## config.mk

```make
export PLATFORM = sky130hd
export DESIGN_NAME = ctrl_sequencer
export DESIGN_NICKNAME = d
export VERILOG_FILES = /design/src/rtl/ctrl_sequencer.sv
export SDC_FILE = /design/constraint.sdc
export NUM_CORES = 1
export LEC_CHECK = 0
export BUFFER_PORTS_ARGS = -buffer_cell sky130_fd_sc_hd__buf_4
export CAP_MARGIN = 20
export CORE_AREA = 2 2 692 694
export CTS_CLUSTER_DIAMETER = 120
export CTS_CLUSTER_SIZE = 30
export DETAILED_ROUTE_END_ITERATION = 12
export DIE_AREA = 0 0 694 696
export GPL_TIMING_DRIVEN = 0
export PLACE_DENSITY = 0.3
export SETUP_SLACK_MARGIN = 0.15
export SLEW_MARGIN = 10
export SYNTH_ARGS = -nofsm -noshare
export SYNTH_HDL_FRONTEND = slang
export SYNTH_SLANG_ARGS = --single-unit
```

## constraint.sdc

```tcl
create_clock -name clk -period 2.7 [get_ports clk]
set_input_delay 0.27 -clock clk [delete_from_list [all_inputs] [get_ports clk]]
set_output_delay 0.27 -clock clk [all_outputs]
set_load 0.05 [all_outputs]
```

## src/rtl/ctrl_sequencer.sv

```systemverilog
// ctrl_sequencer: fetches the program buffer, then runs decoded commands.
// Weight loads stream pages to one engine channel; image processing streams
// image pages to the pre-processor and writes result pages back.
// Optional feature macro: CTRL_SEQ_PERF_EN builds the busy/stall counters.
//
// Handshake rules: a valid (or request) stays high until its ready is seen
// high on a rising edge, and the transfer happens on that edge. Read data
// comes back as a single mem_rd_dvalid pulse, with at most one read in flight.
// A mem_rd_dvalid that arrives while no read is in flight is ignored.
module ctrl_sequencer #(
   parameter int ADDR_W     = 32,
   parameter int DATA_W     = 512,
   parameter int PROG_PAGES = 256,
   parameter int IMG_PAGES  = 1407,
   parameter int RES_PAGES  = 3,
   parameter int NUM_WCH    = 2,
   parameter int CNT_W      = 28,
   parameter int CH_W       = (NUM_WCH > 1) ? $clog2(NUM_WCH) : 1,
   parameter int PROG_IDX_W = (PROG_PAGES > 1) ? $clog2(PROG_PAGES) : 1,
   parameter int IMG_IDX_W  = (IMG_PAGES > 1) ? $clog2(IMG_PAGES) : 1
) (
   input  logic                  clk,
   input  logic                  rst,
   input  logic                  buffer_addr_valid,
   input  logic [ADDR_W-1:0]     buf_base,
   output logic [ADDR_W-1:0]     mem_addr,
   output logic                  mem_rd_valid,
   input  logic                  mem_rd_ready,
   input  logic                  mem_rd_dvalid,
   input  logic [DATA_W-1:0]     mem_rd_data,
   output logic                  mem_wr_valid,
   input  logic                  mem_wr_ready,
   output logic [DATA_W-1:0]     mem_wr_data,
   output logic                  prog_page_vld,
   output logic [PROG_IDX_W-1:0] prog_page_idx,
   output logic                  instr_vld,
   output logic                  inc_pc,
   input  logic                  cmd_valid,
   output logic                  cmd_ready,
   input  logic                  cmd_op,
   input  logic [CH_W-1:0]       cmd_ch,
   input  logic [CNT_W-1:0]      cmd_addr,
   input  logic                  reg_wr_en,
   input  logic [1:0]            reg_sel,
   input  logic [CNT_W-1:0]      reg_data,
   input  logic [NUM_WCH-1:0]    wt_req,
   input  logic [NUM_WCH-1:0]    wt_done,
   output logic [NUM_WCH-1:0]    wt_dvalid,
   input  logic                  eng_ready,
   output logic                  img_page_vld,
   output logic [IMG_IDX_W-1:0]  img_page_idx,
   output logic                  eng_start,
   input  logic                  res_valid,
   output logic                  res_ready,
   input  logic [DATA_W-1:0]     res_data,
   output logic                  busy,
   output logic [31:0]           perf_busy_cyc,
   output logic [31:0]           perf_stall_cyc,
   output logic [3:0]            dbg_state
);

   localparam int RES_W = (RES_PAGES > 1) ? $clog2(RES_PAGES) : 1;
   localparam logic [PROG_IDX_W-1:0] PROG_LAST = PROG_IDX_W'(PROG_PAGES - 1);
   localparam logic [IMG_IDX_W-1:0]  IMG_LAST  = IMG_IDX_W'(IMG_PAGES - 1);
   localparam logic [RES_W-1:0]      RES_LAST  = RES_W'(RES_PAGES - 1);

   typedef enum logic [3:0] {
      S_IDLE, S_PROG_REQ, S_PROG_WAIT, S_EXEC, S_WT_LOAD,
      S_IMG_ENG, S_IMG_REQ, S_IMG_WAIT, S_RES_WR
   } state_t;

   state_t                state_q, state_d;
   logic [ADDR_W-1:0]     buf_base_q, buf_base_d;
   logic [PROG_IDX_W-1:0] prog_cnt_q, prog_cnt_d;
   logic [CH_W-1:0]       ch_q, ch_d;
   logic [ADDR_W-1:0]     wt_addr_q, wt_addr_d;
   logic [ADDR_W-1:0]     img_addr_q, img_addr_d;
   logic [ADDR_W-1:0]     rslt_addr_q, rslt_addr_d;
   logic [CNT_W-1:0]      img_cnt_q, img_cnt_d;
   logic [IMG_IDX_W-1:0]  img_pg_q, img_pg_d;
   logic [RES_W-1:0]      res_pg_q, res_pg_d;
   logic                  rd_req_q, rd_req_d;
   logic                  rd_out_q, rd_out_d;
   logic                  instr_vld_q, instr_vld_d;
   logic                  inc_pc_q, inc_pc_d;
   logic                  eng_start_q, eng_start_d;

   // Read data is consumed directly by the engines off the shared bus.
   logic unused_rd_data;
   assign unused_rd_data = ^mem_rd_data;

   // Next-state, register-file writes and stream bookkeeping.
   always_comb begin
      state_d     = state_q;
      buf_base_d  = buf_base_q;
      prog_cnt_d  = prog_cnt_q;
      ch_d        = ch_q;
      wt_addr_d   = wt_addr_q;
      img_addr_d  = img_addr_q;
      rslt_addr_d = rslt_addr_q;
      img_cnt_d   = img_cnt_q;
      img_pg_d    = img_pg_q;
      res_pg_d    = res_pg_q;
      rd_req_d    = rd_req_q;
      rd_out_d    = rd_out_q;
      instr_vld_d = 1'b0;
      inc_pc_d    = 1'b0;
      eng_start_d = 1'b0;

      // Register writes land only while idle/executing; a command accepted
      // in the same cycle decides on the old value.
      if (reg_wr_en && (state_q == S_IDLE || state_q == S_EXEC)) begin
         case (reg_sel)
            2'b00:   img_addr_d  = ADDR_W'(reg_data);
            2'b01:   img_cnt_d   = reg_data;
            2'b10:   rslt_addr_d = ADDR_W'(reg_data);
            default: ;
         endcase
      end

      case (state_q)
         S_IDLE: begin
            if (buffer_addr_valid) begin
               buf_base_d = buf_base;
               prog_cnt_d = '0;
               state_d    = S_PROG_REQ;
            end
         end
         S_PROG_REQ: if (mem_rd_ready) state_d = S_PROG_WAIT;
         S_PROG_WAIT: begin
            if (mem_rd_dvalid) begin
               if (prog_cnt_q == PROG_LAST) begin
                  instr_vld_d = 1'b1;
                  state_d     = S_EXEC;
               end else begin
                  prog_cnt_d = prog_cnt_q + PROG_IDX_W'(1);
                  state_d    = S_PROG_REQ;
               end
            end
         end
         S_EXEC: begin
            if (cmd_valid) begin
               if (!cmd_op) begin
                  ch_d      = cmd_ch;
                  wt_addr_d = ADDR_W'(cmd_addr);
                  rd_req_d  = 1'b0;
                  rd_out_d  = 1'b0;
                  state_d   = S_WT_LOAD;
               end else if (img_cnt_q == '0) begin
                  inc_pc_d = 1'b1;
               end else begin
                  state_d = S_IMG_ENG;
               end
            end
         end
         S_WT_LOAD: begin
            // Only the selected channel is served; done waits for the bus.
            if (rd_out_q) begin
               if (mem_rd_dvalid) begin
                  rd_out_d  = 1'b0;
                  wt_addr_d = wt_addr_q + ADDR_W'(1);
               end
            end else if (rd_req_q) begin
               if (mem_rd_ready) begin
                  rd_req_d = 1'b0;
                  rd_out_d = 1'b1;
               end
            end else if (wt_done[ch_q]) begin
               inc_pc_d = 1'b1;
               state_d  = S_EXEC;
            end else if (wt_req[ch_q]) begin
               rd_req_d = 1'b1;
            end
         end
         S_IMG_ENG: begin
            if (eng_ready) begin
               img_pg_d = '0;
               state_d  = S_IMG_REQ;
            end
         end
         S_IMG_REQ: if (mem_rd_ready) state_d = S_IMG_WAIT;
         S_IMG_WAIT: begin
            if (mem_rd_dvalid) begin
               img_addr_d = img_addr_q + ADDR_W'(1);
               if (img_pg_q == IMG_LAST) begin
                  eng_start_d = 1'b1;
                  img_cnt_d   = img_cnt_q - CNT_W'(1);
                  res_pg_d    = '0;
                  state_d     = S_RES_WR;
               end else begin
                  img_pg_d = img_pg_q + IMG_IDX_W'(1);
                  state_d  = S_IMG_REQ;
               end
            end
         end
         S_RES_WR: begin
            if (res_valid && mem_wr_ready) begin
               rslt_addr_d = rslt_addr_q + ADDR_W'(1);
               if (res_pg_q == RES_LAST) begin
                  if (img_cnt_q == '0) begin
                     inc_pc_d = 1'b1;
                     state_d  = S_EXEC;
                  end else begin
                     state_d = S_IMG_ENG;
                  end
               end else begin
                  res_pg_d = res_pg_q + RES_W'(1);
               end
            end
         end
         default: state_d = S_IDLE;
      endcase
   end

   // State and datapath registers with synchronous reset.
   always_ff @(posedge clk) begin
      if (rst) begin
         state_q     <= S_IDLE;
         buf_base_q  <= '0;
         prog_cnt_q  <= '0;
         ch_q        <= '0;
         wt_addr_q   <= '0;
         img_addr_q  <= '0;
         rslt_addr_q <= '0;
         img_cnt_q   <= '0;
         img_pg_q    <= '0;
         res_pg_q    <= '0;
         rd_req_q    <= 1'b0;
         rd_out_q    <= 1'b0;
         instr_vld_q <= 1'b0;
         inc_pc_q    <= 1'b0;
         eng_start_q <= 1'b0;
      end else begin
         state_q     <= state_d;
         buf_base_q  <= buf_base_d;
         prog_cnt_q  <= prog_cnt_d;
         ch_q        <= ch_d;
         wt_addr_q   <= wt_addr_d;
         img_addr_q  <= img_addr_d;
         rslt_addr_q <= rslt_addr_d;
         img_cnt_q   <= img_cnt_d;
         img_pg_q    <= img_pg_d;
         res_pg_q    <= res_pg_d;
         rd_req_q    <= rd_req_d;
         rd_out_q    <= rd_out_d;
         instr_vld_q <= instr_vld_d;
         inc_pc_q    <= inc_pc_d;
         eng_start_q <= eng_start_d;
      end
   end

   // Memory-side outputs decoded from the current state.
   always_comb begin
      mem_addr = '0;
      case (state_q)
         S_PROG_REQ: mem_addr = buf_base_q + ADDR_W'(prog_cnt_q);
         S_WT_LOAD:  mem_addr = wt_addr_q;
         S_IMG_REQ:  mem_addr = img_addr_q;
         S_RES_WR:   mem_addr = rslt_addr_q;
         default:    mem_addr = '0;
      endcase
   end

   assign mem_rd_valid  = (state_q == S_PROG_REQ) || (state_q == S_IMG_REQ) ||
                          ((state_q == S_WT_LOAD) && rd_req_q);
   assign mem_wr_valid  = (state_q == S_RES_WR) && res_valid;
   assign res_ready     = (state_q == S_RES_WR) && mem_wr_ready;
   assign mem_wr_data   = res_data;
   assign prog_page_vld = (state_q == S_PROG_WAIT) && mem_rd_dvalid;
   assign prog_page_idx = prog_cnt_q;
   assign img_page_vld  = (state_q == S_IMG_WAIT) && mem_rd_dvalid;
   assign img_page_idx  = img_pg_q;
   assign wt_dvalid     = ((state_q == S_WT_LOAD) && rd_out_q && mem_rd_dvalid) ?
                          (NUM_WCH'(1) << ch_q) : '0;
   assign cmd_ready     = (state_q == S_EXEC);
   assign busy          = (state_q != S_IDLE) && (state_q != S_EXEC);
   assign instr_vld     = instr_vld_q;
   assign inc_pc        = inc_pc_q;
   assign eng_start     = eng_start_q;
   assign dbg_state     = state_q;

`ifdef CTRL_SEQ_PERF_EN
   logic [31:0] busy_cyc_q, busy_cyc_d, stall_cyc_q, stall_cyc_d;
   logic        stall;

   assign stall = (mem_rd_valid && !mem_rd_ready) || (mem_wr_valid && !mem_wr_ready);

   // Saturating busy / bus-stall cycle counters.
   always_comb begin
      busy_cyc_d  = busy_cyc_q;
      stall_cyc_d = stall_cyc_q;
      if (busy && (busy_cyc_q != '1)) busy_cyc_d = busy_cyc_q + 32'd1;
      if (stall && (stall_cyc_q != '1)) stall_cyc_d = stall_cyc_q + 32'd1;
   end

   // Counter registers, cleared only by reset.
   always_ff @(posedge clk) begin
      if (rst) begin
         busy_cyc_q  <= '0;
         stall_cyc_q <= '0;
      end else begin
         busy_cyc_q  <= busy_cyc_d;
         stall_cyc_q <= stall_cyc_d;
      end
   end

   assign perf_busy_cyc  = busy_cyc_q;
   assign perf_stall_cyc = stall_cyc_q;
`else
   assign perf_busy_cyc  = '0;
   assign perf_stall_cyc = '0;
`endif

endmodule

```

# After elaboration in Yosys (flattened, before gate mapping)
# Cells that the tools add are included.
[totals] register_bits=187 inputBits=1130 out_inout_bits=643 word_cells=174
[classes] n_addsub=8 magnitude_cmp=1 eq_ne=34 shifts=1 mux=79 bitwise=4 n_reduce_logical=32
[ops] cell="$mux 32" count=12
[ops] cell="$mux 28" count=5
[ops] cell="$pmux 32 s4" count=1
[ops] cell="$add 32x1->32 const B" count=3
[ops] cell="$pmux 32 s2" count=1
[ops] cell="$mux 4" count=15
[ops] cell="$ne 2x2->1 const B" count=19
[ops] cell="$pmux 4 s9" count=1
[ops] cell="$mux 11" count=3
[ops] cell="$add 32x8->32" count=1
[ops] cell="$logic_not 28->1" count=1
[ops] cell="$sub 28x1->28 const B" count=1
[ops] cell="$mux 1" count=25
[ops] cell="$mux 8" count=3
[ops] cell="$pmux 11 s2" count=1
[ops] cell="$eq 4x3->1 const B" count=4
[ops] cell="$pmux 8 s2" count=1
[ops] cell="$reduce_and 13->1" count=1
[ops] cell="$mux 2" count=6
[ops] cell="$reduce_and 4->1" count=3
[ops] cell="$add 11x1->11 const B" count=1
[ops] cell="$eq 11x11->1 const B" count=1
[ops] cell="$logic_and 1x1->1" count=10
[ops] cell="$reduce_and 5->1" count=2
[ops] cell="25 further kinds" count=38

# Logic depth before layout (Yosys ltp)
[logic_depth] depth_word=7 mapped_depth=9 depth_no_buf=8

# Worst setup path after synthesis
# Ideal clock, no wire load.
[synth_path] path_kind="reg-to-reg" start="reg state_q[0] (netlist: dbg_state[0])" end="reg wt_addr_q[29]" setup_time_ns=0.121 arrival_ns=4.008 t_required_ns=2.579 slack_ns=-1.429 stages_incl_launch_ff=8 n_path_buf=2 synth_period_minus_slack_ns=4.129 path_cell_list="dfxtp_1 > buf_2 > nor4bb_1 > nand3b_1 > and2_1 > clkbuf_1 > nor4_1 > mux2_2"
[synth_between] elab_chain_cells=3 word_cells_on_any_way=9 cone_classes="6 x eq/ne; 1 x mux; 2 x reduce/logical"
[synth_lines] element="start: declaration" line_no="72" rtl="state_t state_q, state_d;"
[synth_lines] element="start signal: assignment" line_no="234" rtl="state_q <= state_d;"
[synth_lines] element="$eq 4x2->1 *"
[synth_lines] element="net cmd_ready" line_no="39" rtl="output logic cmd_ready,"
[synth_lines] element="$ne 2x2->1 (no line) / $reduce_bool 2->1 (equally long branches)"
[synth_lines] element="$reduce_and 5->1 (no line)"
[synth_lines] element="end signal: assignment" line_no="238" rtl="wt_addr_q <= wt_addr_d;"
[synth_lines] element="end: declaration" line_no="76" rtl="logic [ADDR_W-1:0] wt_addr_q, wt_addr_d;"
# Mark *: on every way through the listed nets, which the timed path passes. The rest lies on a longest branch.
# A chain may end at the register's enable or synchronous reset.

# Worst setup path after layout
[layout_path] start="reg buf_base_q[0]" end="out mem_addr[24]"
[layout_between] elab_chain_cells=2
[layout_lines] element="start: declaration" line_no="73" rtl="logic [ADDR_W-1:0] buf_base_q, buf_base_d;"
[layout_lines] element="start signal: assignment" line_no="235" rtl="buf_base_q <= buf_base_d;"
[layout_lines] element="$add 32x8->32" line_no="256" rtl="S_PROG_REQ: mem_addr = buf_base_q + ADDR_W'(prog_cnt_q);"
[layout_lines] element="$pmux 32 s4" line_no="255" rtl="case (state_q)"
[layout_lines] element="end: declaration" line_no="26" rtl="output logic [ADDR_W-1:0] mem_addr,"
# No other way between the ends.

==> flow_summary.ini <==
[status]
violated_checks = negative setup slack
run_status = finished with violations

[synth]
yosys_warnings = 0
syn-cell-area_um2 = 15610
synth-seq-cells = 187
synthesized_netlist_cell_count = 2088
postSynthAreaPerCell_um2 = 7.474
synth_ff_type = sky130_fd_sc_hd__dfxtp_1
seq_area_frac_synth_pct = 23.99
netlist-cell-type-count = 76
asyncSetResetFlopFracSynth_pct = 0
synth_edf_count = 0

[clocking]
htreeDepth = 4
clock_latency_on_the_worst_skew_pair_ps = 550
path_clk_slew_ps = 80
max-clock-path-buffers = 2
tritoncts_clock_tree = yes
cts-root-buf = sky130_fd_sc_hd__clkbuf_16
cts.sinks = 187
tritoncts.num_buffers = 17

[worst_setup_path]
crit_type = reg -> out
setup.worst_path.end = mem_addr[24]
timing.critical_path.to_type = output pin
rrSetupSlack_ps = 210
reg2reg_end = inc_pc
critical_path_required_ps = 2430
start_kind = flip-flop
crit_arrival_ps = 3060
setup.worst_path.start = buf_base_q[0]
reg2reg_depth = 7
crit_fanout = 6
crit-reg2reg-launch = dbg_state[0]

[power]
total_leakage_power_uw = 0.01131
finalPower_uw = 14050
powerDensity_nw_per_um2 = 438.0
ir_drop_uv = 557.8

[timing]
worst_slew_pin_slew_ps = 1162
final.setup.worst_slack_ps = -631.0
rsz0062_at_grt = true
fin_tns_setup_ps = -11780
share_of_the_cycle_needed_by_the_critical_path_after_routing_pct = 123.4
timing.final.crit_period_ps = 3331
maxSlewHeadroom_pct = 22.53
timing.fmax_mhz = 300.2
final_max_slew_viol_count = 0
setup_viol = 30
final.setup_skew_ps = 32.52
timing.final.hold_violations = 0

[routing]
vias = 19420
drtIter0Drc = 1262
route.antenna.remaining_nets = 0
wirelength_um = 218600
drtPass1Iterations = 7
detail_route.drc_violations = 0
vias_per_cell = 2.095
routedWlPerCell_um = 23.58

[final_layout]
combined_area_of_the_multi_input_logic_cells_um2 = 8245
layout-area-overhead-vs-synth_pct = 105.6
post-route-cell-area_um2 = 32090
fillers = 56070
commonest_non_fill_non_tap_cell_in_the_layout = sky130_fd_sc_hd__buf_4
layout_net_count = 4095
drive_gt1_share_pct = 53.55
highest_count_cells_in_the_layout_ignoring_fill_and_taps = sky130_fd_sc_hd__buf_4 (1259), sky130_fd_sc_hd__nand2_1 (200), sky130_fd_sc_hd__dfxtp_1 (161)
layoutNonFillerInstCount = 9272
final_util_pct = 6.736
register_area_um2 = 3806

[global_route]
grt_pass1_wl_um = 253800
combined_global_route_utilization_of_all_metal_layers_pct = 8.608
grt_start_max_net_pins = 20
grt_antenna_before_repair = 269
vias_in_the_first_global_route = 17660
globalRouteOverflowTotal = 0

[worst_hold_path]
hold_path_class = in -> reg

[floorplanning]
dieArea_um2 = 483000
die_height_um = 696
fp.dieW_um = 694
num_io_pins = 1773
floorplan.rows = 254
initial_core_util_pct = 3.276
core_um2 = 476400

[placed_design]
placed_cells_incl_taps = 9112
port_buffers = 684
dp_hpwl_um = 202300
globalplace.congestion = 0.9379
place_area_um2 = 29190

[flow_run]
cap_viol_max_count = 0
## logic make-up (layout without fill, tap and decap cells)
kind of cell               after synthesis  count (layout)  synth area share, %
AOI/OAI and AO/OA                      468             468                19.50
xor gates and xnor gates                48              48                2.694
adders and majority gates               18              18                1.491
buffers and inverters                  702            1511                31.04
DFF                                    187             187                23.99
muxes                                   10              10               0.6654
other                                    1             104              0.02403
and+or+nand+nor                        654             654                20.60
## stage by stage
step	hold WS, ps	worst slack (ps)
after floorplan	406.0	124.8
after global placement	452.8	-1540
after detailed placement	459.4	-1347
after CTS	1.095	-828.2
after global routing	36.71	-746.3
final	36.67	-631.0
## sequential cells by signal, summed over array words and instances (netlist names), 2 cells and up
| signal | cells |
|---|---|
| buf_base_q | 32 |
| img_addr_q | 32 |
| rslt_addr_q | 32 |
| wt_addr_q | 32 |
| img_cnt_q | 28 |
| img_page_idx | 11 |
| prog_page_idx | 8 |
| dbg_state | 4 |
| res_pg_q | 2 |
## area by class of cell
cell class                 count  share of cell area [%]
sequential                   187                   11.86
inverter                      21                  0.2846
timing repair buffer         777                   19.65
multi-input combinational   1262                   25.69
clock buffer                  18                   1.404
buffer                       681                   15.89
antenna                       40                  0.3119
tap                         6272                   24.45
clock inverter                14                  0.4484
## worst min path at each step
stage / from / cells after the start / endpoint / slack (ps)
after global routing: reg_data[24] / 3 / img_cnt_q[24] / 40
after floorplan: reg_data[20] / 2 / rslt_addr_q[20] / 410
after CTS: reg_data[14] / 3 / rslt_addr_q[14] / 1
after global placement: buf_base_q[3] / 2 / buf_base_q[3] / 450
final: buf_base[27] / 3 / buf_base_q[27] / 40
after detailed placement: buf_base_q[3] / 2 / buf_base_q[3] / 460
## worst max-delay path, cell delays in order (launching register included)
cell and delay, ps:
sky130_fd_sc_hd__dfxtp_4 370, sky130_fd_sc_hd__ha_4 160, sky130_fd_sc_hd__fa_2 380, sky130_fd_sc_hd__a211oi_4 290
sky130_fd_sc_hd__nor3_4 90, sky130_fd_sc_hd__o31a_4 350, sky130_fd_sc_hd__buf_4 180, sky130_fd_sc_hd__o2111ai_4 200
sky130_fd_sc_hd__xor2_2 190, sky130_fd_sc_hd__o21ai_4 90, sky130_fd_sc_hd__buf_12 190
## Yosys cell counts (36+ instances only)
cell	n	area, µm²
sky130_fd_sc_hd__dfxtp_1	187	3744
sky130_fd_sc_hd__a31oi_1	38	237.7
sky130_fd_sc_hd__a222oi_1	37	370.4
sky130_fd_sc_hd__buf_4	576	4324
sky130_fd_sc_hd__nand4_1	44	275.3
sky130_fd_sc_hd__nor3_1	40	200.2
sky130_fd_sc_hd__nor2_1	150	563.0
sky130_fd_sc_hd__nand2_1	206	773.2
sky130_fd_sc_hd__clkbuf_1	89	334.1
sky130_fd_sc_hd__nand3_1	51	255.2
sky130_fd_sc_hd__o21ai_0	111	555.5
sky130_fd_sc_hd__a21oi_1	130	650.6
sky130_fd_sc_hd__xor2_1	36	315.3
## report_power, final
group / total (µW) / switching [µW] / internal [µW]
Combinational: 7760 / 5170 / 2580
Clock: 2890 / 1600 / 1290
Sequential: 3410 / 383 / 3030
Total: 14100 / 7150 / 6900
## layer usage
metal | part of all wire, % | up-vias | global-route usage (%) | routed length, µm
met4 | 3.0 | 90 | 1.344 | 6504
met2 | 47 | 1378 | 14.84 | 102600
met1 | 38 | 8963 | 9.543 | 82950
li1 | - | 8554 | - | -
met3 | 12 | 436 | 4.419 | 26020
met5 | 0.26 | - | 0 | 573
## what timing repair did
item / in CTS / in global routing
setup endpoints to repair: 216 / 114
pin swaps: 49 / 35
cloned: 0 / 0
setup buffers: 38 / 15
hold buffers: 35 / 0
hold endpoints to repair: 35 / 0
resized for setup: 282 / 83
Note: power is estimated with default switching activity, not from simulation.
